**src/rtl/sevensegment_bcd_capture.sv**
```systemverilog
// Seven-segment bus capture: filters each multiplexed digit for stability,
// decodes it back to BCD and publishes a packed frame once every digit is seen.
module sevensegment_bcd_capture #(
  parameter int DIGITS        = 4,
  parameter int STABLE_CYCLES = 3
) (
  input  logic                  clk,
  input  logic                  rst,
  input  logic                  a,
  input  logic                  b,
  input  logic                  c,
  input  logic                  d,
  input  logic                  e,
  input  logic                  f,
  input  logic                  g,
  input  logic [DIGITS-1:0]     dig_en,
  output logic [4*DIGITS-1:0]   bcd_out,
  output logic                  frame_valid,
  output logic                  frame_err
);

  localparam int         TW      = DIGITS + 7;
  localparam logic [3:0] CNT_MAX = 4'(STABLE_CYCLES - 1);

  // Returns {illegal, code}; blank maps to 4'hF, anything unknown to 4'hE.
  function automatic logic [4:0] decode(input logic [6:0] s);
    logic [4:0] r;
    case (s)
      7'b1111110: r = 5'h00;
      7'b0110000: r = 5'h01;
      7'b1101101: r = 5'h02;
      7'b1111001: r = 5'h03;
      7'b0110011: r = 5'h04;
      7'b1011011: r = 5'h05;
      7'b1011111: r = 5'h06;
      7'b1110000: r = 5'h07;
      7'b1111111: r = 5'h08;
      7'b1111011: r = 5'h09;
      7'b0000000: r = 5'h0F;
      default:    r = 5'h1E;
    endcase
    return r;
  endfunction

  logic [TW-1:0]         prev_q, prev_d;
  logic [3:0]            cnt_q, cnt_d;
  logic                  captured_q, captured_d;
  logic [DIGITS-1:0]     mask_q, mask_d;
  logic [DIGITS-1:0]     err_q, err_d;
  logic [4*DIGITS-1:0]   shadow_q, shadow_d;
  logic [4*DIGITS-1:0]   bcd_out_q, bcd_out_d;
  logic                  frame_valid_q, frame_valid_d;
  logic                  frame_err_q, frame_err_d;

  logic [6:0]            seg;
  logic [TW-1:0]         tuple;
  logic                  tuple_ok;
  logic                  same;
  logic                  capture;
  logic [4:0]            dec;

  always_comb begin
    seg           = {a, b, c, d, e, f, g};
    tuple         = {dig_en, seg};
    tuple_ok      = $onehot(dig_en);
    same          = (tuple == prev_q);
    dec           = decode(seg);
    prev_d        = tuple;
    cnt_d         = 4'd0;
    captured_d    = same ? captured_q : 1'b0;
    mask_d        = mask_q;
    err_d         = err_q;
    shadow_d      = shadow_q;
    bcd_out_d     = bcd_out_q;
    frame_valid_d = 1'b0;
    frame_err_d   = frame_err_q;

    if (tuple_ok && same)
      cnt_d = (cnt_q == CNT_MAX) ? cnt_q : cnt_q + 4'd1;

    // The counter saturates, so the captured flag is what limits a run to one capture.
    capture = tuple_ok && same && !captured_q && (cnt_d == CNT_MAX);

    if (capture) begin
      captured_d = 1'b1;
      for (int i = 0; i < DIGITS; i++) begin
        if (dig_en[i]) begin
          shadow_d[4*i +: 4] = dec[3:0];
          err_d[i]           = dec[4];
          mask_d[i]          = 1'b1;
        end
      end
      if (&mask_d) begin
        bcd_out_d     = shadow_d;
        frame_valid_d = 1'b1;
        frame_err_d   = |err_d;
        mask_d        = '0;
        err_d         = '0;
      end
    end
  end

  always_ff @(posedge clk) begin
    if (rst) begin
      prev_q        <= '0;
      cnt_q         <= 4'd0;
      captured_q    <= 1'b0;
      mask_q        <= '0;
      err_q         <= '0;
      shadow_q      <= '0;
      bcd_out_q     <= '0;
      frame_valid_q <= 1'b0;
      frame_err_q   <= 1'b0;
    end else begin
      prev_q        <= prev_d;
      cnt_q         <= cnt_d;
      captured_q    <= captured_d;
      mask_q        <= mask_d;
      err_q         <= err_d;
      shadow_q      <= shadow_d;
      bcd_out_q     <= bcd_out_d;
      frame_valid_q <= frame_valid_d;
      frame_err_q   <= frame_err_d;
    end
  end

  assign bcd_out     = bcd_out_q;
  assign frame_valid = frame_valid_q;
  assign frame_err   = frame_err_q;

endmodule

```
**config.mk**
```make
export PLATFORM = sky130hd
export DESIGN_NAME = sevensegment_bcd_capture
export DESIGN_NICKNAME = d
export VERILOG_FILES = /design/src/rtl/sevensegment_bcd_capture.sv
export SDC_FILE = /design/constraint.sdc
export NUM_CORES = 1
export LEC_CHECK = 0
export CORE_MARGIN = 10
export CORE_UTILIZATION = 30
export DETAILED_ROUTE_END_ITERATION = 6
export MAX_ROUTING_LAYER = met4
export PLACE_DENSITY = 0.5
export SETUP_SLACK_MARGIN = 0.1
export SYNTH_ARGS = -nofsm -noshare
export SYNTH_HDL_FRONTEND = slang
export SYNTH_SLANG_ARGS = --single-unit
export TNS_END_PERCENT = 1
```
**constraint.sdc**
```tcl
create_clock -name clk -period 10.1 [get_ports clk]
set_input_delay 2.02 -clock clk [delete_from_list [all_inputs] [get_ports clk]]
set_output_delay 2.02 -clock clk [all_outputs]
set_load 0.02 [all_outputs]
```
==> flow_metrics.tcl, run 1 <==
set metrics [dict create \
    grt_max_degree 32 \
    cp-start-kind "input pin" \
    synth_edf_count 0 \
    rows 35 \
    crit_path_end "bcd_out[2]" \
    nets 347 \
    cts_tree "built" \
    final_util_pct 37.4 \
    first_global_vias 2365 \
    cp_max_fo 25 \
    maxCapViolCount 0 \
    r2r_start "cnt_q[0]" \
    initial_core_util_pct 31.1 \
    cp.required_ps 10380 \
    rsz0062_at_grt "false" \
    crit_start "dig_en[3]" \
    synth_area_um2 2900 \
    cts_buffers 9 \
    ys_seq_elements 58 \
    endpoint_kind "register" \
    syn_nets 333 \
    clock_latency_ps 350 \
    yosysUniqueCellTypes 54 \
    slew_headroom_pct 30.9 \
    coreArea_um2 9330 \
    cts_resized 0 \
    drive_gt1_share_pct 11.7 \
    antenna_found_initial 0 \
    fp.dieH_um 118 \
    yosys_warnings 0 \
    final_max_slew_viol_count 0 \
    ios 31 \
    area_growth_pct 20.5 \
    post_cts_buffers 0 \
    grt_pass1_wl_mm 12.7 \
    ys_seq_area_share_pct 40.1 \
    vias 2414 \
    tns_ps 0 \
    clock-root-buffer "clkbuf_8" \
    r2r_slack_ps 7290 \
    avgSynthCellArea_um2 9.20 \
    syn_inst 315 \
    portBuffers 30 \
    postCtsHoldBufs 0 \
    dieWidth_um 118 \
    die-area_um2 14000 \
    yosys.area.top_type "dfxtp_1" \
    final_antenna_net_count 0 \
    vias_per_cell 5.21 \
    arrival_ps 6120 \
    r2r_end "bcd_out[2]" \
    worst_pin_slew_ps 1030 \
    fin_skew_ps 11.4 \
    reg2reg_depth 8 \
    power_density_nw_per_um2 157 \
    cts_buffer_depth 2 \
    htreeDepth 3 \
    cts.clk_slew.worst_paths_ps 70 \
    hold_viol_final 0 \
    wirelength_mm 7.75 \
    async_reset_ff_share_pct 0 \
    fmax_mhz 171 \
    setup_viol 0 \
    ir_drop_uv 61.1 \
    diodes 0 \
    wl_per_cell_um 16.7 \
    leakagePower_nw 1.18 \
    yosys.area.top_type_share_pct 40.1 \
    critPathKind "in -> reg" \
    synthTopCellsByArea "dfxtp_1 40%, a22o_1 5.4%, o31ai_1 5.4%" \
    gr-total-overflow 0 \
    outcome "finished clean" \
    final.min_clock_period_ps 5840 \
    clock_sinks 58 \
    gp_congestion 0.796 \
    hold_path.class "reg -> reg" \
    fin_crit_sh_pct 57.8 \
    grt_use_total_pct 11.5 \
    first_iter_violations 131 \
    hpwl_mm 5.15 \
    route.detailed.drc 0 \
    dr.pass1.iters 4 \
    synth_flop_cell "dfxtp_1" \
]
[power breakdown]
| group | internal [W] | switching (W) | total, W |
|---|---|---|---|
| clock network | 0.000166 | 0.000105 | 0.000272 |
| logic | 0.0000166 | 0.0000273 | 0.0000440 |
| registers | 0.000231 | 0.000000983 | 0.000232 |
| total | 0.000414 | 0.000134 | 0.000548 |
[cell type report]
class / instances / area [µm²]
Tap cell: 129 / 161
Inverter: 7 / 26.3
Clock buffer: 9 / 124
Sequential cell: 58 / 1160
Clock inverter: 7 / 125
Multi-Input combinational cell: 218 / 1560
Timing Repair Buffer: 35 / 338
Fill cell: 926 / 5840
[registers in the layout, summed over array words and instances, names as in the netlist]
name         flops
captured_q       1
shadow_q        16
cnt_q            4
frame_err        1
frame_valid      1
mask_q           4
bcd_out         16
err_q            4
prev_q          11
[placed cells by master (no fill, tap or decap), types with 6 or more instances in the layout]
cell type | netlist | routed
o2111ai_1 | 8 | 8
nor2b_1 | 8 | 8
o31ai_1 | 21 | 21
a22o_1 | 18 | 18
nand4_1 | 14 | 14
nand3_1 | 8 | 8
nor2_1 | 29 | 29
nor3_1 | 6 | 6
dfxtp_1 | 58 | 58
clkbuf_8 | 0 | 9
a31oi_1 | 9 | 9
clkdlybuf4s50_1 | 0 | 30
xnor2_1 | 8 | 8
a21oi_1 | 23 | 23
[metal layers]
metal	wire, µm	track usage [%]
met3	290	2.48
met5	0	-
met2	3560	16.2
met4	102	5.18
met1	3800	15.2
[critical path, cell delays in order]
cell and delay [ps]:
clkdlybuf4s50_1 850, clkinv_1 410, fa_1 570, inv_1 40
ha_1 170, ha_1 270, nor3b_1 250, nand4bb_1 120
buf_4 240, nor4b_4 920, a22o_1 240
[how the worst min path moves through the flow]
stage                 startpoint  slack [ps]      endpoint  cells past startpoint
finish               shadow_q[5]         470   shadow_q[5]                      2
global route        shadow_q[15]         490  shadow_q[15]                      2
detailed placement  shadow_q[10]         460  shadow_q[10]                      2
CTS                 shadow_q[10]         470  shadow_q[10]                      2
global placement       mask_q[2]         450     mask_q[2]                      1
floorplan              mask_q[1]         440     mask_q[1]                      1
[Yosys cell counts, drive strengths merged (2+ instances only)]
master,n
xnor2,8
xor2,6
nand4,14
ha,4
or2,2
o22a,2
clkbuf,15
dfxtp,58
inv,5
nand2b,3
clkinv,2
a22o,18
nor2b,8
a31oi,10
nor4b,2
a21oi,24
o22ai,3
nand3,8
or3,2
nor2,29
or4,4
o211ai,2
o211a,2
o2111ai,8
a311oi,2
o21a,4
nor3,6
nand2,4
buf,17
nor4,2
mux2,5
a21boi,4
o31ai,21
[kinds of logic after synthesis]
family          synth area share, %
buf+inv                        6.22
flops                          40.1
xor+xnor                       4.49
simple gates                   18.8
compound gates                 26.0
mux                            1.94
fa+ha+maj                      2.42
[stage by stage]
stage	hold WS [ps]	std cells	area (µm²)	worst slack (ps)	total power (W)
floorplan	441	315	2900	5470	0.000269
global placement	454	447	3240	4070	0.000281
detailed placement	460	447	3240	3980	0.000281
CTS	469	463	3490	4310	0.000552
global route	487	463	3490	3930	0.000569
finish	469	463	3490	4260	0.000548
Note: power is estimated with default switching activity, not from simulation.
==> run 2: changes to the inputs <==
PLACE_DENSITY = 0.51   (was 0.5)
clock period = 5.3 ns   (was 10.1 ns; I/O delays follow)
==> flow_metrics.tcl, run 2 (synthesis results as in run 1) <==
set metrics [dict create \
    clock_latency_ps 350 \
    initial_core_util_pct 31.1 \
    vias 2497 \
    worst_pin_slew_ps 1170 \
    slew_headroom_pct 21.7 \
    setup_viol 0 \
    wl_per_cell_um 17.7 \
    final_max_slew_viol_count 0 \
    tns_ps 0 \
    wirelength_mm 8.25 \
    nFillCells 939 \
    cp_max_fo 18 \
    hold_path.class "reg -> reg" \
    leakagePower_nw 1.17 \
    cts_buffer_depth 2 \
    cp.required_ps 5580 \
    multi_input_area_um2 1560 \
    cts_buffers 9 \
    postCtsHoldBufs 0 \
    first_global_vias 2500 \
    outcome "finished clean" \
    cts_resized 0 \
    clkPwrFrac_pct 44.1 \
    power_frac_comb_pct 9.3 \
    final_antenna_net_count 0 \
    final.min_clock_period_ps 4170 \
    antenna_found_initial 0 \
    hold_viol_final 0 \
    fin_skew_ps 8.72 \
    power_density_nw_per_um2 273 \
    reg2reg_depth 7 \
    coreArea_um2 9330 \
    maxCapViolCount 0 \
    dieWidth_um 118 \
    layout_commonest_cell "dfxtp_1" \
    fp.dieH_um 118 \
    cp-start-kind "input pin" \
    area_growth_pct 20.0 \
    route.detailed.drc 0 \
    ios 31 \
    internal_power_w 0.000703 \
    endpoint_kind "register" \
    arrival_ps 4460 \
    p_switching_w 0.000246 \
    vias_per_cell 5.35 \
    diodes 0 \
    whs_path_depth 2 \
    seq_power_share_pct 46.6 \
    fin_crit_sh_pct 78.8 \
    seq_area_um2 1160 \
    clock-root-buffer "clkbuf_8" \
    nets 351 \
    cts.clk_slew.worst_paths_ps 70 \
    die-area_um2 14000 \
    grt_use_total_pct 12.1 \
    portBuffers 30 \
    grt_pass1_wl_mm 13.4 \
    rsz0062_at_grt "false" \
    drive_gt1_share_pct 12.7 \
    layout_common_cells "58 x dfxtp_1, 30 x clkdlybuf4s50_1, 29 x nor2_1, 23 x a21oi_1, 21 x o31ai_1" \
    swShare_pct 25.9 \
    dr.pass1.iters 4 \
    first_iter_violations 184 \
    gr-total-overflow 0 \
    cts_tree "built" \
    post_cts_buffers 0 \
    clock_sinks 58 \
    hold_slack_ps 467 \
    grt_max_degree 32 \
    hpwl_mm 5.33 \
    rows 35 \
    ir_drop_uv 85.5 \
    critPathKind "in -> reg" \
    fmax_mhz 240 \
    htreeDepth 3 \
    gp_congestion 0.830 \
]
-- run 2: power by group through the flow --
stage | logic, W | registers (W) | clock network (W)
after CTS | 0.0000883 | 0.000442 | 0.000431
after global placement | 0.0000873 | 0.000452 | 0
after detailed placement | 0.0000876 | 0.000452 | 0
final | 0.0000880 | 0.000442 | 0.000418
after floorplan | 0.0000602 | 0.000452 | 0
after global routing | 0.0000973 | 0.000442 | 0.000448
-- run 2: path summary, 6_finish.rpt --
check	startpoint	endpoint	slack, ps
worst max register to register	cnt_q[0]	bcd_out[3]	2280
worst max-delay path	dig_en[1]	bcd_out[3]	1130
worst min-delay path	shadow_q[14]	shadow_q[14]	470
worst min register to register	shadow_q[14]	shadow_q[14]	470
-- run 2: cell type report --
type,instances,share of cell area [%]
timing repair buffer,39,10.6
tap,129,4.64
sequential,58,33.4
inverter,7,0.756
multi-input combinational,218,44.7
clock inverter,6,1.91
clock buffer,10,3.96
-- run 2: per-layer routing --
metal  vias up  part of all wire [%]  track usage (%)
met5         -                     0                -
met4         0                   2.6             6.18
met3        17                   4.4             2.14
met2        62                    46             18.3
met1      1198                    47             15.2
li1       1220                     -                -
-- run 2: worst max-delay path, cell delays in order --
cell and delay, ps:
clkdlybuf4s50_1 460, buf_4 220, inv_2 140, fa_1 510, inv_1 40, ha_1 180
ha_1 280, nor3b_1 250, nand4bb_1 210, nor4b_4 850, a22o_1 240
-- run 2: per-stage QoR --
stage | cells | setup slack, ps | total power [W] | area, µm² | util [%]
2_1_floorplan | 315 | 1630 | 0.000512 | 2900 | -
3_3_place_gp | 451 | 757 | 0.000539 | 3270 | 35.1
3_5_place_dp | 451 | 710 | 0.000540 | 3270 | 35.1
4_1_cts | 467 | 1030 | 0.000962 | 3480 | 37.3
5_1_grt | 467 | 794 | 0.000988 | 3480 | 37.3
6_report | 467 | 1130 | 0.000949 | 3480 | 37.3
==> run 3: changes to the inputs <==
PLACE_DENSITY = 0.5   (was 0.51)
clock period = 4.28 ns   (was 5.3 ns; I/O delays follow)
==> flow_metrics.tcl, run 3 (synthesis results as in run 1) <==
set metrics [dict create \
    crit_cells 10 \
    clock_sinks 58 \
    grt_pass1_wl_mm 13.7 \
    post_cts_buffers 0 \
    cts_resized 0 \
    grt_max_degree 31 \
    maxCapViolCount 0 \
    dieWidth_um 118 \
    cp_max_fo 25 \
    dr.pass1.iters 5 \
    final.min_clock_period_ps 3680 \
    cts_buffer_depth 2 \
    design_area_um2 3530 \
    layout_common_cells "58 x dfxtp_1, 30 x clkdlybuf4s50_1, 29 x nor2_1, 23 x a21oi_1, 21 x o31ai_1" \
    portBuffers 30 \
    rows 35 \
    whs_path_depth 2 \
    path_cells "clkdlybuf4s50_1, inv_2, fa_1, inv_1, ha_1, ha_1, nor3b_1, and4bb_2, a31oi_2, a22o_1" \
    arrival_ps 3960 \
    cp_top_family "compound AO/OA/AOI/OAI gates" \
    hold_slack_ps 466 \
    slew_headroom_pct 15.7 \
    final_antenna_net_count 0 \
    fin_ws_ps 602 \
    gr-total-overflow 0 \
    r2r_end "bcd_out[0]" \
    die-area_um2 14000 \
    vias 2538 \
    worst_pin_slew_ps 1260 \
    fp.dieH_um 118 \
    cpMaxStageDelayCell "a31oi_2" \
    cts_buffers 9 \
    path_buf_inv 3 \
    fmax_mhz 272 \
    cp-start-kind "input pin" \
    cts_tree "built" \
    min_to "shadow_q[9]" \
    ios 31 \
    setup_viol 0 \
    route.detailed.drc 0 \
    cts.clk_slew.worst_paths_ps 70 \
    vias_per_cell 5.40 \
    hpwl_mm 5.32 \
    wirelength_mm 8.18 \
    worst_path_most_repeated_cell "ha_1" \
    clock_latency_ps 340 \
    initial_core_util_pct 31.1 \
    hold_path.class "reg -> reg" \
    endpoint_kind "register" \
    power_density_nw_per_um2 343 \
    coreArea_um2 9330 \
    first_iter_violations 133 \
    clock-root-buffer "clkbuf_8" \
    leakagePower_nw 1.20 \
    rsz0062_at_grt "false" \
    critPathKind "in -> reg" \
    power_w 0.00121 \
    ir_drop_uv 128 \
    min_from "shadow_q[9]" \
    r2r_slack_ps 1230 \
    outcome "finished clean" \
    htreeDepth 3 \
    nets 354 \
    tns_ps 0 \
    layout_commonest_cell "dfxtp_1" \
    wl_per_cell_um 17.4 \
    first_global_vias 2534 \
    area_growth_pct 21.9 \
    hold_viol_final 0 \
    antenna_found_initial 0 \
    dpl_cell_area_um2 3310 \
    grt_use_total_pct 12.2 \
    diodes 0 \
    r2r_start "cnt_q[0]" \
    gp_congestion 0.770 \
    cp.required_ps 4560 \
    fin_crit_sh_pct 85.9 \
    postCtsHoldBufs 0 \
    fin_skew_ps 8.92 \
    final_max_slew_viol_count 0 \
    slowest_delay_ps 890 \
    dp_slack_ps 200 \
    drive_gt1_share_pct 13.5 \
    reg2reg_depth 7 \
]
[run 3: routing by layer]
metal / track usage [%] / up-vias / share of wire (%)
li1: - / 1230 / -
met1: 15.2 / 1225 / 48
met2: 18.1 / 71 / 46
met3: 3.14 / 12 / 4.4
met4: 5.33 / 0 / 1.8
met5: - / - / 0
[run 3: cell type report]
class / count / area (µm²)
Timing Repair Buffer: 42 / 403
Clock buffer: 13 / 179
Fill cell: 934 / 5800
Tap cell: 129 / 161
Clock inverter: 3 / 45.0
Sequential cell: 58 / 1160
Multi-Input combinational cell: 218 / 1560
Inverter: 7 / 26.3
[run 3: where the power goes]
group | switching, W | internal [W]
Sequential | 0.00000237 | 0.000545
Combinational | 0.0000674 | 0.0000422
Clock | 0.000223 | 0.000332
Total | 0.000293 | 0.000920
[run 3: how the worst max path moves through the flow]
stage | from | endpoint | slack (ps)
after floorplan | dig_en[0] | bcd_out[10] | 820
after CTS | dig_en[0] | bcd_out[2] | 560
after global routing | dig_en[0] | frame_err | 400
final | dig_en[0] | bcd_out[0] | 600
after global placement | dig_en[0] | bcd_out[3] | 280
after detailed placement | dig_en[0] | bcd_out[5] | 200
[run 3: metrics by stage]
stage	util, %	cells
floorplan	-	315
global placement	35.5	454
detailed placement	35.5	454
CTS	37.9	470
global route	37.9	470
finish	37.9	470
[run 3: worst register-to-register path, cell delays in order, from the launching register on]
cell and delay, ps:
dfxtp_1 390, inv_1 110, ha_1 200, nand2b_1 140
nor4b_2 280, o211a_1 730, a31oi_2 650, a22o_1 440
